<file path="src/rtl/dma_cfg_pkg.sv">
// Shared definitions for the DMA channel config path: FSM states, register
// offsets and the access-permission helpers used by the APB front end.
package dma_cfg_pkg;

  typedef enum logic [1:0] {IDLE, ACCESS, RESP} state_t;

  localparam logic [31:0] CH_CMD     = 32'h00;
  localparam logic [31:0] CH_STATUS  = 32'h04;
  localparam logic [31:0] WRKREGPTR  = 32'h88;
  localparam logic [31:0] RO_OFF0    = 32'h80;
  localparam logic [31:0] RO_OFF1    = 32'h8C;
  localparam logic [31:0] RO_OFF2    = 32'h90;

  // While a channel runs, only its command/status/work-pointer stay writable.
  function automatic logic is_writable_when_enabled(input logic [31:0] off);
    return (off == CH_CMD) || (off == CH_STATUS) || (off == WRKREGPTR);
  endfunction

  function automatic logic is_read_only(input logic [31:0] off);
    return (off == RO_OFF0) || (off == RO_OFF1) || (off == RO_OFF2);
  endfunction

endpackage

</file>
<file path="src/rtl/apb_cfg_slave_if.sv">
// APB3 completer bus bundle.
interface apb_cfg_slave_if #(parameter int WIDTH = 32);
  logic             PSEL;
  logic             PENABLE;
  logic             PWRITE;
  logic [WIDTH-1:0] PADDR;
  logic [WIDTH-1:0] PWDATA;
  logic [WIDTH-1:0] PRDATA;
  logic             PREADY;
  logic             PSLVERR;

  modport master (output PSEL, PENABLE, PWRITE, PADDR, PWDATA,
                  input  PRDATA, PREADY, PSLVERR);
  modport slave  (input  PSEL, PENABLE, PWRITE, PADDR, PWDATA,
                  output PRDATA, PREADY, PSLVERR);
endinterface

</file>
<file path="src/rtl/apb_cfg_access_check.sv">
// Combinational legality check of an APB access against the register map.
module apb_cfg_access_check
  import dma_cfg_pkg::*;
#(
  parameter int WIDTH  = 32,
  parameter int ADDR_W = 8
) (
  input  logic [WIDTH-1:0] addr,
  input  logic             write,
  input  logic             ch_enabled,
  output logic             err
);
  logic [31:0] off;
  logic        misalign;
  logic        oor;

  assign off      = 32'(addr);
  assign misalign = addr[1:0] != 2'b00;
  assign oor      = (addr >> ADDR_W) != '0;

  assign err = misalign | oor
             | (write & is_read_only(off))
             | (write & ch_enabled & ~is_writable_when_enabled(off));
endmodule

</file>
<file path="src/rtl/apb_cfg_slave.sv">
// APB3 completer in front of the DMA channel register bank: one strobe per
// legal transfer, programmable wait states, PSLVERR for illegal accesses.
module apb_cfg_slave
  import dma_cfg_pkg::*;
#(
  parameter int WIDTH       = 32,
  parameter int ADDR_W      = 8,
  parameter int WAIT_STATES = 0
) (
  input  logic             clk,
  input  logic             reset,
  apb_cfg_slave_if.slave   apb,
  input  logic             ch_enabled,
  input  logic [WIDTH-1:0] cfg_data_out,
  output logic             cfg_wr_en,
  output logic             cfg_rd_en,
  output logic [WIDTH-1:0] cfg_data_in,
  output logic [WIDTH-1:0] addr_in
);
  state_t           state, state_nx;
  logic [3:0]       cnt;
  logic             wr_q, err_q, err_c;
  logic [WIDTH-1:0] prdata_q;
  logic             setup, done;

  apb_cfg_access_check #(.WIDTH(WIDTH), .ADDR_W(ADDR_W)) u_chk (
    .addr       (apb.PADDR),
    .write      (apb.PWRITE),
    .ch_enabled (ch_enabled),
    .err        (err_c)
  );

  assign setup = apb.PSEL & ~apb.PENABLE;
  assign done  = (state == ACCESS) & apb.PSEL & apb.PENABLE & (cnt == 4'd0);

  always_comb begin
    state_nx = state;
    case (state)
      IDLE:    if (setup) state_nx = ACCESS;
      ACCESS:  if (!apb.PSEL) state_nx = IDLE;
               else if (apb.PENABLE && cnt == 4'd0) state_nx = RESP;
      RESP:    state_nx = IDLE;
      default: state_nx = IDLE;
    endcase
  end

  always_ff @(posedge clk) begin
    if (reset) begin
      state       <= IDLE;
      cnt         <= '0;
      wr_q        <= 1'b0;
      err_q       <= 1'b0;
      prdata_q    <= '0;
      cfg_data_in <= '0;
      addr_in     <= '0;
    end else begin
      state <= state_nx;
      if (state == IDLE && setup) begin
        addr_in     <= apb.PADDR & ~WIDTH'(3);
        cfg_data_in <= apb.PWDATA;
        wr_q        <= apb.PWRITE;
        err_q       <= err_c;
        cnt         <= 4'(WAIT_STATES);
      end
      if (state == ACCESS && apb.PSEL && apb.PENABLE) begin
        if (cnt != 4'd0) cnt <= cnt - 4'd1;
        else             prdata_q <= (!wr_q && !err_q) ? cfg_data_out : '0;
      end
    end
  end

  // Strobes are combinational so an abort or reset in the same cycle kills them.
  assign cfg_wr_en = done & ~err_q &  wr_q & ~reset;
  assign cfg_rd_en = done & ~err_q & ~wr_q & ~reset;

  assign apb.PREADY  = (state == RESP);
  assign apb.PSLVERR = (state == RESP) & err_q;
  assign apb.PRDATA  = prdata_q;
endmodule

</file>
<file path="src/flat_wrapper.sv">
// flat-port wrapper written by rule: the top's interface ports become plain ports
module apb_cfg_slave_flat import dma_cfg_pkg::*;
#(
  parameter int WIDTH       = 32,
  parameter int ADDR_W      = 8,
  parameter int WAIT_STATES = 0
)
  (clk, reset, ch_enabled, cfg_data_out, cfg_wr_en, cfg_rd_en, cfg_data_in, addr_in, apb_PSEL, apb_PENABLE, apb_PWRITE, apb_PADDR, apb_PWDATA, apb_PRDATA, apb_PREADY, apb_PSLVERR);
  apb_cfg_slave_if #(.WIDTH(WIDTH)) apb_i ();
  input  logic clk;
  input  logic reset;
  input  logic ch_enabled;
  input  logic [WIDTH-1:0] cfg_data_out;
  output logic cfg_wr_en;
  output logic cfg_rd_en;
  output logic [WIDTH-1:0] cfg_data_in;
  output logic [WIDTH-1:0] addr_in;
  input wire logic [$bits(apb_i.PSEL)-1:0] apb_PSEL;
  input wire logic [$bits(apb_i.PENABLE)-1:0] apb_PENABLE;
  input wire logic [$bits(apb_i.PWRITE)-1:0] apb_PWRITE;
  input wire logic [$bits(apb_i.PADDR)-1:0] apb_PADDR;
  input wire logic [$bits(apb_i.PWDATA)-1:0] apb_PWDATA;
  output wire logic [$bits(apb_i.PRDATA)-1:0] apb_PRDATA;
  output wire logic [$bits(apb_i.PREADY)-1:0] apb_PREADY;
  output wire logic [$bits(apb_i.PSLVERR)-1:0] apb_PSLVERR;
  assign apb_i.PSEL = apb_PSEL;
  assign apb_i.PENABLE = apb_PENABLE;
  assign apb_i.PWRITE = apb_PWRITE;
  assign apb_i.PADDR = apb_PADDR;
  assign apb_i.PWDATA = apb_PWDATA;
  assign apb_PRDATA = apb_i.PRDATA;
  assign apb_PREADY = apb_i.PREADY;
  assign apb_PSLVERR = apb_i.PSLVERR;
  apb_cfg_slave #(.WIDTH(WIDTH), .ADDR_W(ADDR_W), .WAIT_STATES(WAIT_STATES)) u_core (.clk(clk), .reset(reset), .apb(apb_i), .ch_enabled(ch_enabled), .cfg_data_out(cfg_data_out), .cfg_wr_en(cfg_wr_en), .cfg_rd_en(cfg_rd_en), .cfg_data_in(cfg_data_in), .addr_in(addr_in));
endmodule
</file>
<file path="config.mk">
export PLATFORM = sky130hd
export DESIGN_NAME = apb_cfg_slave_flat
export DESIGN_NICKNAME = d
export VERILOG_FILES = /design/src/rtl/dma_cfg_pkg.sv /design/src/rtl/apb_cfg_slave_if.sv /design/src/rtl/apb_cfg_access_check.sv /design/src/rtl/apb_cfg_slave.sv /design/src/flat_wrapper.sv
export SDC_FILE = /design/constraint.sdc
export NUM_CORES = 1
export LEC_CHECK = 0
export ABC_AREA = 0
export CAP_MARGIN = 20
export CORE_MARGIN = 4
export CORE_UTILIZATION = 38
export CTS_CLUSTER_SIZE = 28
export DETAILED_ROUTE_END_ITERATION = 10
export PLACE_DENSITY_LB_ADDON = 0.05
export SLEW_MARGIN = 20
export SYNTH_ARGS = -nofsm -noshare
export SYNTH_HDL_FRONTEND = slang
export SYNTH_SLANG_ARGS = --single-unit
</file>
<file path="constraint.sdc">
create_clock -name clk -period 2.6 [get_ports clk]
set_input_delay 0.78 -clock clk [delete_from_list [all_inputs] [get_ports clk]]
set_output_delay 0.78 -clock clk [all_outputs]
set_load 0.005 [all_outputs]
</file>
# Yosys cells after proc, flatten, opt, wreduce, memory -nomap -nowiden
# Cells that the tools add are included.
# totals
wordCells	66
register_bits	102
inputBits	102
out_inout_bits	100
# classes
reduce_logical	19
bitwise_logic	22
n_mux	8
addsub	1
eq_ne	9
# ops
op	n
$eq A32 B8 Y1 const B	4
$eq A32 B3 Y1 const B	1
$logic_not A32 Y1	1
$mux W32	1
$reduce_bool A32 Y1	1
$and A1 B1 Y1	13
$mux W4	3
$mux W2	3
$not A1 Y1	6
$logic_and A1 B1 Y1	5
$logic_not A4 Y1	1
$logic_or A1 B1 Y1	4
$pmux W2 S2	1
$reduce_and A2 Y1	2
$reduce_bool A4 Y1	1
$sub A4 B1 Y4 const B	1
$ne A3 B2 Y1 const B	1
$or A1 B1 Y1	3
$eq A2 B1 Y1 const B	1
$eq A2 B2 Y1 const B	1
$logic_not A1 Y1	2
$logic_not A2 Y1	1
$ne A2 B1 Y1 const B	1
$reduce_bool A2 Y1	1

# Depth between registers and ports, before layout
# Gate-level depths: netlist of run 1.
# logic_depth
word_depth	7
mapped_depth	7
depth_no_buf	6

# Cells and area by module
# Synthesis of run 1 repeated with hierarchy kept, for this count alone.
# hier_totals
hier_cells	486
area_unflattened_um2	3951.3
# modules_own_cells
module	instances	cells_each	area_each_um2	seq_area_each_um2
apb_cfg_slave	1	466	3838.7	2042.0
apb_cfg_access_check	1	20	112.6	0.0

# Worst setup path after synthesis of run 1
# Ideal clock, no wire load.
# synth_timing
path_type	input -> output
start	in reset
end	out cfg_rd_en
path_buffers	2
t_arrival_ps	1659
required_ps	1820
slack_ps	161
stages	4
cell_sequence	clkbuf_1 nor3_4 nor3b_4 buf_6
# synth_between
elab_chain_len	2
# synth_rtl
item	line	rtl
start: declaration	flat_wrapper.sv:11	input logic reset;
$not A1 Y1	apb_cfg_slave.sv:74	assign cfg_rd_en = done & ~err_q & ~wr_q & ~reset;
$and A1 B1 Y1	apb_cfg_slave.sv:74	
end: declaration	flat_wrapper.sv:15	output logic cfg_rd_en;
# Every way passes these cells.

# Final worst setup path of run 1
# layout_timing
start	reg u_core.cnt[0]
end	out cfg_rd_en
# layout_between
elab_chain_len	5
# layout_rtl
item	line	rtl
start: declaration	apb_cfg_slave.sv:21	logic [3:0] cnt;
start signal: assignment	apb_cfg_slave.sv:63	cnt <= 4'(WAIT_STATES);
start signal: assignment	apb_cfg_slave.sv:66	if (cnt != 4'd0) cnt <= cnt - 4'd1;
$logic_not A4 Y1	apb_cfg_slave.sv:34	assign done = (state == ACCESS) & apb.PSEL & apb.PENABLE & (cnt == 4'd0);
$and A1 B1 Y1	apb_cfg_slave.sv:34	
$and A1 B1 Y1 (3 in series)	apb_cfg_slave.sv:74	
# Every way passes these cells.

==> out/results.ini, run 1 <==
[placement]
dp_cells = 727
port_buffers = 199
routabilityCongestion = 0.780
dp_hpwl_um = 7870
place_area_um2 = 5820

[synthesis]
synthCells = 408
ys_seq_elements = 102
yosysWarnings = 0
synth_area_per_cell_um2 = 8.95
synth_area_um2 = 3650
ys_types = 37
yosysSeqAreaShare_pct = 55.9

[timing]
relSlewSlack_pct = 50.6
timing.final.ws_setup_ns = -0.0454
rsz0062_at_grt = true
drv_slew = 0
period_needed_ns = 2.65
report.final.hold_viol_count = 0
timing.final.crit_share_pct = 102
max_freq_mhz = 378
tightest_slew_ns = 0.741
skew_ns = 0.0139
setup_viol = 1

[critical_path]
cp.arrival_ns = 1.87
critPathRequiredTime_ns = 1.82
criticalPathCategory = reg -> out
start_kind = flop
cp_max_fo = 2
crit_path_end_kind = primary output

[detailed_routing]
drtPass1Iterations = 5
vias_per_cell = 4.77
drc_errors = 0
vias = 3566
totalWireLength_um = 10600
drt_iter0_drc = 101
post_drt_wl_per_cell_um = 14.2
drtAntennaViolNets = 0

[power_and_ir_drop]
p_int_mw = 2.26
combPwrFrac_pct = 14.3
p_sw_mw = 0.732
power.leakage_nw = 2.21
p_seq_share_pct = 54.8
power_density_nw_per_um2 = 496
netSwitchingFraction_pct = 24.4
clkPwrFrac_pct = 30.8
ir_worst_vdd_mv = 0.288

[floorplanning]
rows = 35
die_x_um = 106
dieArea_um2 = 11200
pin_count = 202
fp.dieH_um = 106
coreArea_um2 = 9280
start_util_pct = 39.3

[final_layout]
nNetsFinal = 717
final_layout_size_suffix_gt1_share_pct = 9.71
diodes = 0
finalNonFillerCells = 747
design_area_um2 = 6040
area_growth_pct = 65.5

[clock_tree]
clock_sinks = 102
htreeDepth = 3
clk_pin_slew_ns = 0.09
insertion_delay_ns = 0.36
cts_root_buf = clkbuf_8
cts.path.max_buffers = 2
cts_tree = built
holdBufCountCts = 0
cts_buffers = 9

[global_route]
antenna_found_initial = 0
gr-total-overflow = 0
grt_pass1_wl_um = 16500
track_usage_pct = 18.0
grt_pass1_vias = 3403
grt_max_degree = 72

[status]
violations = setup timing
status = finished with violations

[run]
maxCapViolations = 0

[min_path]
hold_path.class = reg -> reg

## worst paths after layout
kind,slack [ns],to,from,depth (start not counted)
max,-0.05,cfg_rd_en,u_core.cnt[0],7
min,0.46,u_core.addr_in[8],u_core.addr_in[8],2
max reg2reg,0.55,u_core.apb.PRDATA[25],u_core.cnt[0],9
min reg2reg,0.46,u_core.addr_in[8],u_core.addr_in[8],2
## layer usage
metal / track usage, % / vias to the layer above / wire, um
li1: - / 1798 / -
met1: 21.4 / 1617 / 4500
met2: 30.4 / 132 / 4960
met3: 5.77 / 19 / 889
met4: 6.94 / 0 / 231
met5: 0 / - / 0
## cell families (layout without fill, tap and decap cells)
| kind of cell | Yosys count | count (layout) | share of synthesized area, % |
|---|---|---|---|
| flip-flops | 102 | 102 | 55.9 |
| adder cells (fa/ha/maj) | 2 | 2 | 0.685 |
| buffers and inverters | 33 | 242 | 4.59 |
| other | 1 | 2 | 0.103 |
| AND/OR/NAND/NOR | 163 | 163 | 20.0 |
| multiplexers | 1 | 1 | 0.308 |
| AO/OA/AOI/OAI | 106 | 106 | 18.4 |
## sequential cells by signal, indices dropped and copies added (netlist names)
name and flops:
u_core.state 2, u_core.apb.PRDATA 32, u_core.cfg_data_in 32, u_core.wr_q 1
u_core.addr_in 30, u_core.err_q 1, u_core.cnt 4
## cell usage after synthesis
cell	instances	area share (%)
a22o_2	3	0.82
and4b_1	1	0.27
dfxtp_1	102	56
nor2_1	6	0.62
o32ai_1	1	0.24
o31a_1	1	0.24
buf_2	11	1.5
o21ai_0	2	0.27
nor2b_1	1	0.17
or3b_4	1	0.31
nor4_1	6	1.0
nor3b_4	1	0.51
or3_1	3	0.51
nand3_1	2	0.27
a2111oi_0	1	0.24
conb_1	1	0.10
and2_1	1	0.17
nand4_1	2	0.34
inv_1	3	0.31
nand2_1	130	13
nor4b_1	1	0.24
and3b_2	1	0.27
buf_6	3	0.92
buf_4	2	0.41
ha_1	2	0.69
a31oi_1	1	0.17
nor3_4	1	0.45
mux2_2	1	0.31
or4b_2	1	0.27
a22o_1	29	7.0
or4_1	1	0.21
clkbuf_1	14	1.4
nand4b_2	1	0.41
nand3b_1	2	0.41
nor3b_1	1	0.21
a311oi_1	1	0.24
a21oi_1	67	9.2
## critical path: stages, from the launching register on
cell and delay (ns):
dfxtp_2 0.33, inv_2 0.07, ha_4 0.13, or3b_4 0.39, nor3_4 0.13, buf_4 0.14, nor3b_4 0.17, buf_2 0.15
## repair_timing
item,CTS,global route
resized for setup,16,1
endpoints found under the setup margin,2,2
pin swaps,1,0
buffers inserted,4,0
## area by class of cell
| class | instances | area, um2 |
|---|---|---|
| well taps | 129 | 161 |
| clock inverters | 6 | 43.8 |
| inverters | 3 | 11.3 |
| fillers | 818 | 3240 |
| multi-input cells | 274 | 1480 |
| flip-flops and latches | 102 | 2040 |
| clock buffers | 10 | 138 |
| repair buffers | 223 | 2170 |
## cell usage in the layout, fill, tap and decap left out, types with 2 or more instances in the layout
cell type / n
conb_1: 2
inv_2: 2
nand3_1: 2
nand4_1: 2
a21oi_1: 66
inv_6: 2
nor4_1: 6
buf_4: 23
clkbuf_8: 10
nand2_1: 130
clkinv_2: 2
nor2_1: 6
buf_2: 3
a22o_2: 3
a22o_1: 29
or3_1: 3
clkdlybuf4s50_1: 194
nand3b_1: 2
dfxtp_1: 100
o21ai_0: 2
dlygate4sd2_1: 2
dfxtp_2: 2
## power by group through the flow
stage	Combinational, mW	Clock (mW)	Sequential, mW
after global routing	0.466	1.02	1.65
after floorplan	0.126	0	1.68
final	0.429	0.924	1.64
after detailed placement	0.432	0	1.68
after global placement	0.428	0	1.68
after CTS	0.435	0.969	1.64
## per-stage QoR
step | TNS, ns | util (%) | setup WS (ns) | power [mW] | hold WS (ns)
2_1_floorplan | 0 | - | 0.161 | 1.81 | 0.453
3_3_place_gp | -6.10 | 62.7 | -0.541 | 2.10 | 0.441
3_5_place_dp | -6.77 | 62.7 | -0.580 | 2.11 | 0.446
4_1_cts | -0.0582 | 65.2 | -0.0582 | 3.05 | 0.461
5_1_grt | -0.145 | 65.1 | -0.145 | 3.14 | 0.474
6_report | -0.0454 | 65.1 | -0.0454 | 3.00 | 0.457
Power figures use the tool's default switching activity.
==> run 2, diff against run 1 <==
Settings changed: CAP_MARGIN 20 to unset, CORE_MARGIN 4 to unset.
==> run 2 against run 1 <==
Compared with the run above:
- the flow still finishes with violations (setup timing)
- critical path depth unchanged
- sequential share of layout area shrank 0.056 points
- flip-flop and latch count unchanged
- sequential power about the same
- clock power is 20% higher
- count of clock-buffer cells in the layout unchanged
- largest power group unchanged
==> out/results.ini, run 2 (synthesis gave the netlist of run 1 again) <==
[status]
status = finished with violations
violations = setup timing

[floorplanning]
dieArea_um2 = 10000  ; -11%
fp.dieH_um = 100  ; -5.7%
coreArea_um2 = 9280  ; unchanged
rows = 35  ; unchanged
start_util_pct = 39.3  ; unchanged
die_x_um = 100  ; -5.7%
pin_count = 202  ; unchanged

[timing]
timing.final.ws_setup_ns = -0.0569  ; -0.0114 ns
holdWs_ns = 0.455  ; -0.00205 ns
fin_tns_setup_ns = -0.0569  ; -0.0114 ns
relSlewSlack_pct = 50.1  ; -0.56 points
report.final.hold_viol_count = 0  ; unchanged
skew_ns = 0.0130  ; -0.000826 ns
tightest_slew_ns = 0.749  ; +0.00837 ns
max_freq_mhz = 376  ; -0.43%
timing.final.crit_share_pct = 102  ; +0.44 points
rsz0062_at_grt = true
drv_slew = 0  ; unchanged
period_needed_ns = 2.66  ; +0.0114 ns
setup_viol = 1  ; unchanged

[critical_path]
cp_max_fo = 3  ; +1
cp.arrival_ns = 1.88  ; about the same
crit_path_end_kind = primary output
critPathRequiredTime_ns = 1.82  ; about the same
criticalPathCategory = reg -> out
start_kind = flop

[global_route]
track_usage_pct = 19.7  ; +1.6 points
grt_pass1_vias = 3356  ; -1.4%
grt_pass1_wl_um = 15700  ; -5.1%
grt_max_degree = 72  ; unchanged
gr-total-overflow = 0  ; unchanged
antenna_found_initial = 0  ; unchanged

[detailed_routing]
drt_iter0_drc = 103  ; +2.0%
drtPass1Iterations = 5  ; unchanged
post_drt_wl_per_cell_um = 13.8  ; -2.5%
drtAntennaViolNets = 0  ; unchanged
vias = 3561  ; -0.14%
vias_per_cell = 4.81  ; +0.67%
totalWireLength_um = 10200  ; -3.3%
drc_errors = 0  ; unchanged

[power_and_ir_drop]
power_density_nw_per_um2 = 526  ; +6.1%
ir_worst_vdd_mv = 0.349  ; +21%
power.total_mw = 3.18  ; +6.2%
power.leakage_nw = 2.20  ; -0.51%

[final_layout]
diodes = 0  ; unchanged
multi_input_area_um2 = 1480  ; unchanged
layout_common_cells = 194 x clkdlybuf4s50_1, 130 x nand2_1, 100 x dfxtp_1
nNetsFinal = 711  ; -0.84%
final_layout_size_suffix_gt1_share_pct = 8.82  ; -0.89 points
area_growth_pct = 65.7
design_area_um2 = 6050  ; +0.17%
fillers = 813  ; -0.61%
fin_util_pct = 65.2  ; +0.11 points
seq_area_um2 = 2040  ; unchanged
finalNonFillerCells = 741  ; -0.80%
final_common_cell = clkdlybuf4s50_1

[clock_tree]
htreeDepth = 3  ; unchanged
insertion_delay_ns = 0.36  ; about the same
cts_root_buf = clkbuf_8
cts_buffers = 9  ; unchanged
cts.path.max_buffers = 2  ; unchanged
clock_sinks = 102  ; unchanged
cts_tree = built
clk_pin_slew_ns = 0.09  ; about the same

[placement]
routabilityCongestion = 0.730  ; -6.5%
post-place-ws_ns = -0.579  ; +0.000686 ns
dp_hpwl_um = 7300  ; -7.3%
dp_cells = 723  ; -0.55%
port_buffers = 199  ; unchanged
place_area_um2 = 5790  ; -0.52%

[run]
maxCapViolations = 0  ; unchanged

[min_path]
hold_path.class = reg -> reg

-- run 2: cell types whose count changed in the layout (fill, tap and decap cells not counted), sizes merged --
| cell | before | now |
|---|---|---|
| bufinv | 0 | 2 |
| clkinvlp | 1 | 2 |
| inv | 5 | 4 |
| buf | 27 | 21 |
| clkinv | 3 | 1 |
-- run 2: layer usage --
metal | wire length, um | track usage [%] | share of wire, %
met3 | 873 | 7.94 | 8.5
met1 | 4220 | 21.7 | 41
met4 | 51 | 4.68 | 0.50
met5 | 0 | 0 | 0
met2 | 5080 | 35.4 | 50
-- run 2: layout make-up --
class	instances	area share, %
multi-input cells	274	24.4
flip-flops and latches	102	33.8
inverters	3	0.186
repair buffers	217	35.2
well taps	129	2.67
clock inverters	6	1.53
clock buffers	10	2.27
-- run 2: where the power goes --
group	switching [mW]	internal, mW
Clock	0.540	0.573
Sequential	0.0287	1.61
Combinational	0.160	0.266
Total	0.729	2.45
-- run 2: repair_timing --
item | CTS | global route
setup buffers | 2 | 0
endpoints found under the setup margin | 2 | 2
pin swaps | 2 | 0
hold buffers | 0 | 0
gates resized for setup | 17 | 1
-- run 2: final timing paths --
check | from | to | slack [ns] | cells past startpoint
max | u_core.cnt[1] | cfg_rd_en | -0.06 | 7
min | u_core.addr_in[24] | u_core.addr_in[24] | 0.45 | 2
min reg2reg | u_core.addr_in[24] | u_core.addr_in[24] | 0.45 | 2
max reg2reg | u_core.cnt[1] | u_core.apb.PRDATA[3] | 0.62 | 8
-- run 2: worst max-delay path, stage by stage (launching register included) --
cell and delay, ns:
dfxtp_2 0.33, inv_2 0.07, ha_4 0.13, or3b_4 0.39, nor3_4 0.13, buf_4 0.13, nor3b_4 0.18, buf_2 0.16
==> run 3, diff against run 2 <==
Settings changed: CELL_PAD_IN_SITES_DETAIL_PLACEMENT set to 0, CELL_PAD_IN_SITES_GLOBAL_PLACEMENT set to 1, CORE_MARGIN set to 1.5, CORE_UTILIZATION 38 to 27.
==> run 3 against run 2 <==
Compared with the run above:
- the run still ends with setup timing left
- worst setup slack improved by 0.0062 ns
- flip-flop and latch count did not move
- critical path type unchanged
- highest routed layer unchanged
- clock skew fell by 0.0054 ns
- via count rose by 1.5%
- worst hold slack got worse by 0.0033 ns
- critical path depth did not move
- sequential power barely moved
- count of clock-buffer cells in the layout fell by 1
==> out/results.ini, run 3 (synthesis gave the netlist of run 1 again) <==
[final_layout]
area_growth_pct = 73.4
diodes = 0  ; unchanged
fin_util_pct = 47.8  ; -17 points
final_layout_size_suffix_gt1_share_pct = 11.8  ; +3.0 points
nNetsFinal = 727  ; +2.3%
final_common_cell = clkdlybuf4s50_1
layout_common_cells = 194 x clkdlybuf4s50_1, 129 x nand2_1, 100 x dfxtp_1
fillers = 1321  ; +62%

[floorplanning]
start_util_pct = 27.6  ; -12 points
die_x_um = 119  ; +19%
dieArea_um2 = 14200  ; +42%
pin_count = 202  ; unchanged
coreArea_um2 = 13200  ; +43%
fp.dieH_um = 119  ; +19%
rows = 42  ; +20%

[global_route]
grt_pass1_vias = 3474  ; +3.5%
gr-total-overflow = 0  ; unchanged
grt_pass1_wl_um = 17900  ; +14%
antenna_found_initial = 0  ; unchanged
grt_max_degree = 72  ; unchanged
track_usage_pct = 16.0  ; -3.6 points

[clock_tree]
insertion_delay_ns = 0.35  ; about the same
cts_buffers = 9  ; unchanged
cts_tree = built
cts.path.max_buffers = 2  ; unchanged
clk_pin_slew_ns = 0.07  ; -0.02 ns
htreeDepth = 3  ; unchanged
cts_root_buf = clkbuf_16
clock_sinks = 102  ; unchanged

[detailed_routing]
drc_errors = 0  ; unchanged
drtPass1Iterations = 4  ; -1
vias = 3616  ; +1.5%
vias_per_cell = 4.50  ; -6.4%
drtAntennaViolNets = 0  ; unchanged
post_drt_wl_per_cell_um = 13.9  ; +0.51%
totalWireLength_um = 11200  ; +9.1%
drt_iter0_drc = 162  ; +57%

[critical_path]
start_kind = flop
cp.arrival_ns = 1.87  ; about the same
critPathRequiredTime_ns = 1.82  ; about the same
criticalPathCategory = reg -> out
crit_path_end_kind = primary output
r2r_slack_ns = 0.04  ; -0.58 ns
cp_max_fo = 2  ; -1
r2r_cells = 19  ; +11
rr_endpoint = u_core.cnt[2]
r2r-start = u_core.cnt[1]

[timing]
period_needed_ns = 2.65  ; -0.00624 ns
skew_ns = 0.00766  ; -0.00539 ns
drv_slew = 0  ; unchanged
fin_tns_setup_ns = -0.0506  ; +0.00624 ns
timing.final.ws_setup_ns = -0.0506  ; +0.00624 ns
tightest_slew_ns = 0.802  ; +0.0525 ns
relSlewSlack_pct = 46.6  ; -3.5 points
report.final.hold_viol_count = 0  ; unchanged
rsz0062_at_grt = true
max_freq_mhz = 377  ; +0.24%
timing.final.crit_share_pct = 102  ; -0.24 points
setup_viol = 1  ; unchanged

[placement]
post-place-ws_ns = -0.574  ; +0.00527 ns
routabilityCongestion = 0.744  ; +2.0%
dp_hpwl_um = 7480  ; +2.5%
port_buffers = 199  ; unchanged

[min_path]
hold_path.class = reg -> reg
worstHoldStart = u_core.cfg_data_in[29]
worst_hold_path.num_cells = 2  ; unchanged
hold-path-endpoint = u_core.cfg_data_in[29]

[power_and_ir_drop]
ir_worst_vdd_mv = 0.351  ; +0.55%
power.total_mw = 3.36  ; +5.6%
power.leakage_nw = 2.30  ; +5.0%
power_density_nw_per_um2 = 530  ; +0.88%

[status]
status = finished with violations
violations = setup timing

[run]
maxCapViolations = 0  ; unchanged

==> run 3: cell count changes in the layout (fill, tap and decap cells not counted), sizes merged <==
cell	previous run	this run
buf	21	37
clkinv	1	5
bufinv	2	0
clkinvlp	2	1
clkbuf	10	9
==> run 3: worst max-delay path by stage <==
stage,from,end,slack (ns),cells past startpoint
after global routing,u_core.cnt[1],cfg_rd_en,-0.15,7
after global placement,apb_PENABLE,cfg_rd_en,-0.57,5
after detailed placement,apb_PSEL,cfg_rd_en,-0.57,5
after CTS,u_core.cnt[1],cfg_rd_en,-0.08,7
final,u_core.cnt[1],cfg_rd_en,-0.05,7
after floorplan,reset,cfg_rd_en,0.16,4
==> run 3: report_power, final <==
part	leakage, nW	internal, mW	total, mW	switching, mW
Combinational	1.34	0.269	0.432	0.163
Sequential	0.830	1.61	1.64	0.0283
Clock	0.136	0.661	1.29	0.625
Total	2.30	2.54	3.36	0.816
==> run 3: what timing repair did <==
item / 4_1_cts / 5_1_grt
setup endpoints to repair: 2 / 2
pin swaps: 2 / 2
resized for setup: 17 / 9
hold buffers: 0 / 0
gates cloned: 0 / 0
buffers inserted: 17 / 2
==> run 3: through the flow <==
stage               cell area [um2]  cells  hold slack, ns
global route                   6330    804           0.471
finish                         6330    804           0.451
floorplan                      3660    409           0.453
CTS                            6290    803           0.456
global placement               5860    770           0.442
detailed placement             5860    770           0.446
==> run 3: layer usage <==
metal | GRT usage, % | wire length, um | vias up
met5 | 0 | 0 | -
met4 | 6.62 | 233 | 0
met3 | 6.56 | 983 | 19
met2 | 26.1 | 5160 | 132
met1 | 18.7 | 4780 | 1643
li1 | - | - | 1822
==> run 3: layout make-up <==
cell class	count	area (um2)	share of cell area, %
timing repair buffer	233	2270	35.9
clock buffer	9	225	3.56
clock inverter	7	60.1	0.948
sequential	102	2040	32.3
inverter	3	11.3	0.178
multi-input combinational	274	1500	23.7
tap	176	220	3.48
==> run 3: worst max-delay path, cell delays in order (launching register included) <==
cell     delay [ns]
dfxtp_2        0.32
inv_2          0.07
ha_4           0.13
or3b_4         0.39
nor3_4         0.13
buf_4          0.14
nor3b_4        0.18
buf_2          0.16
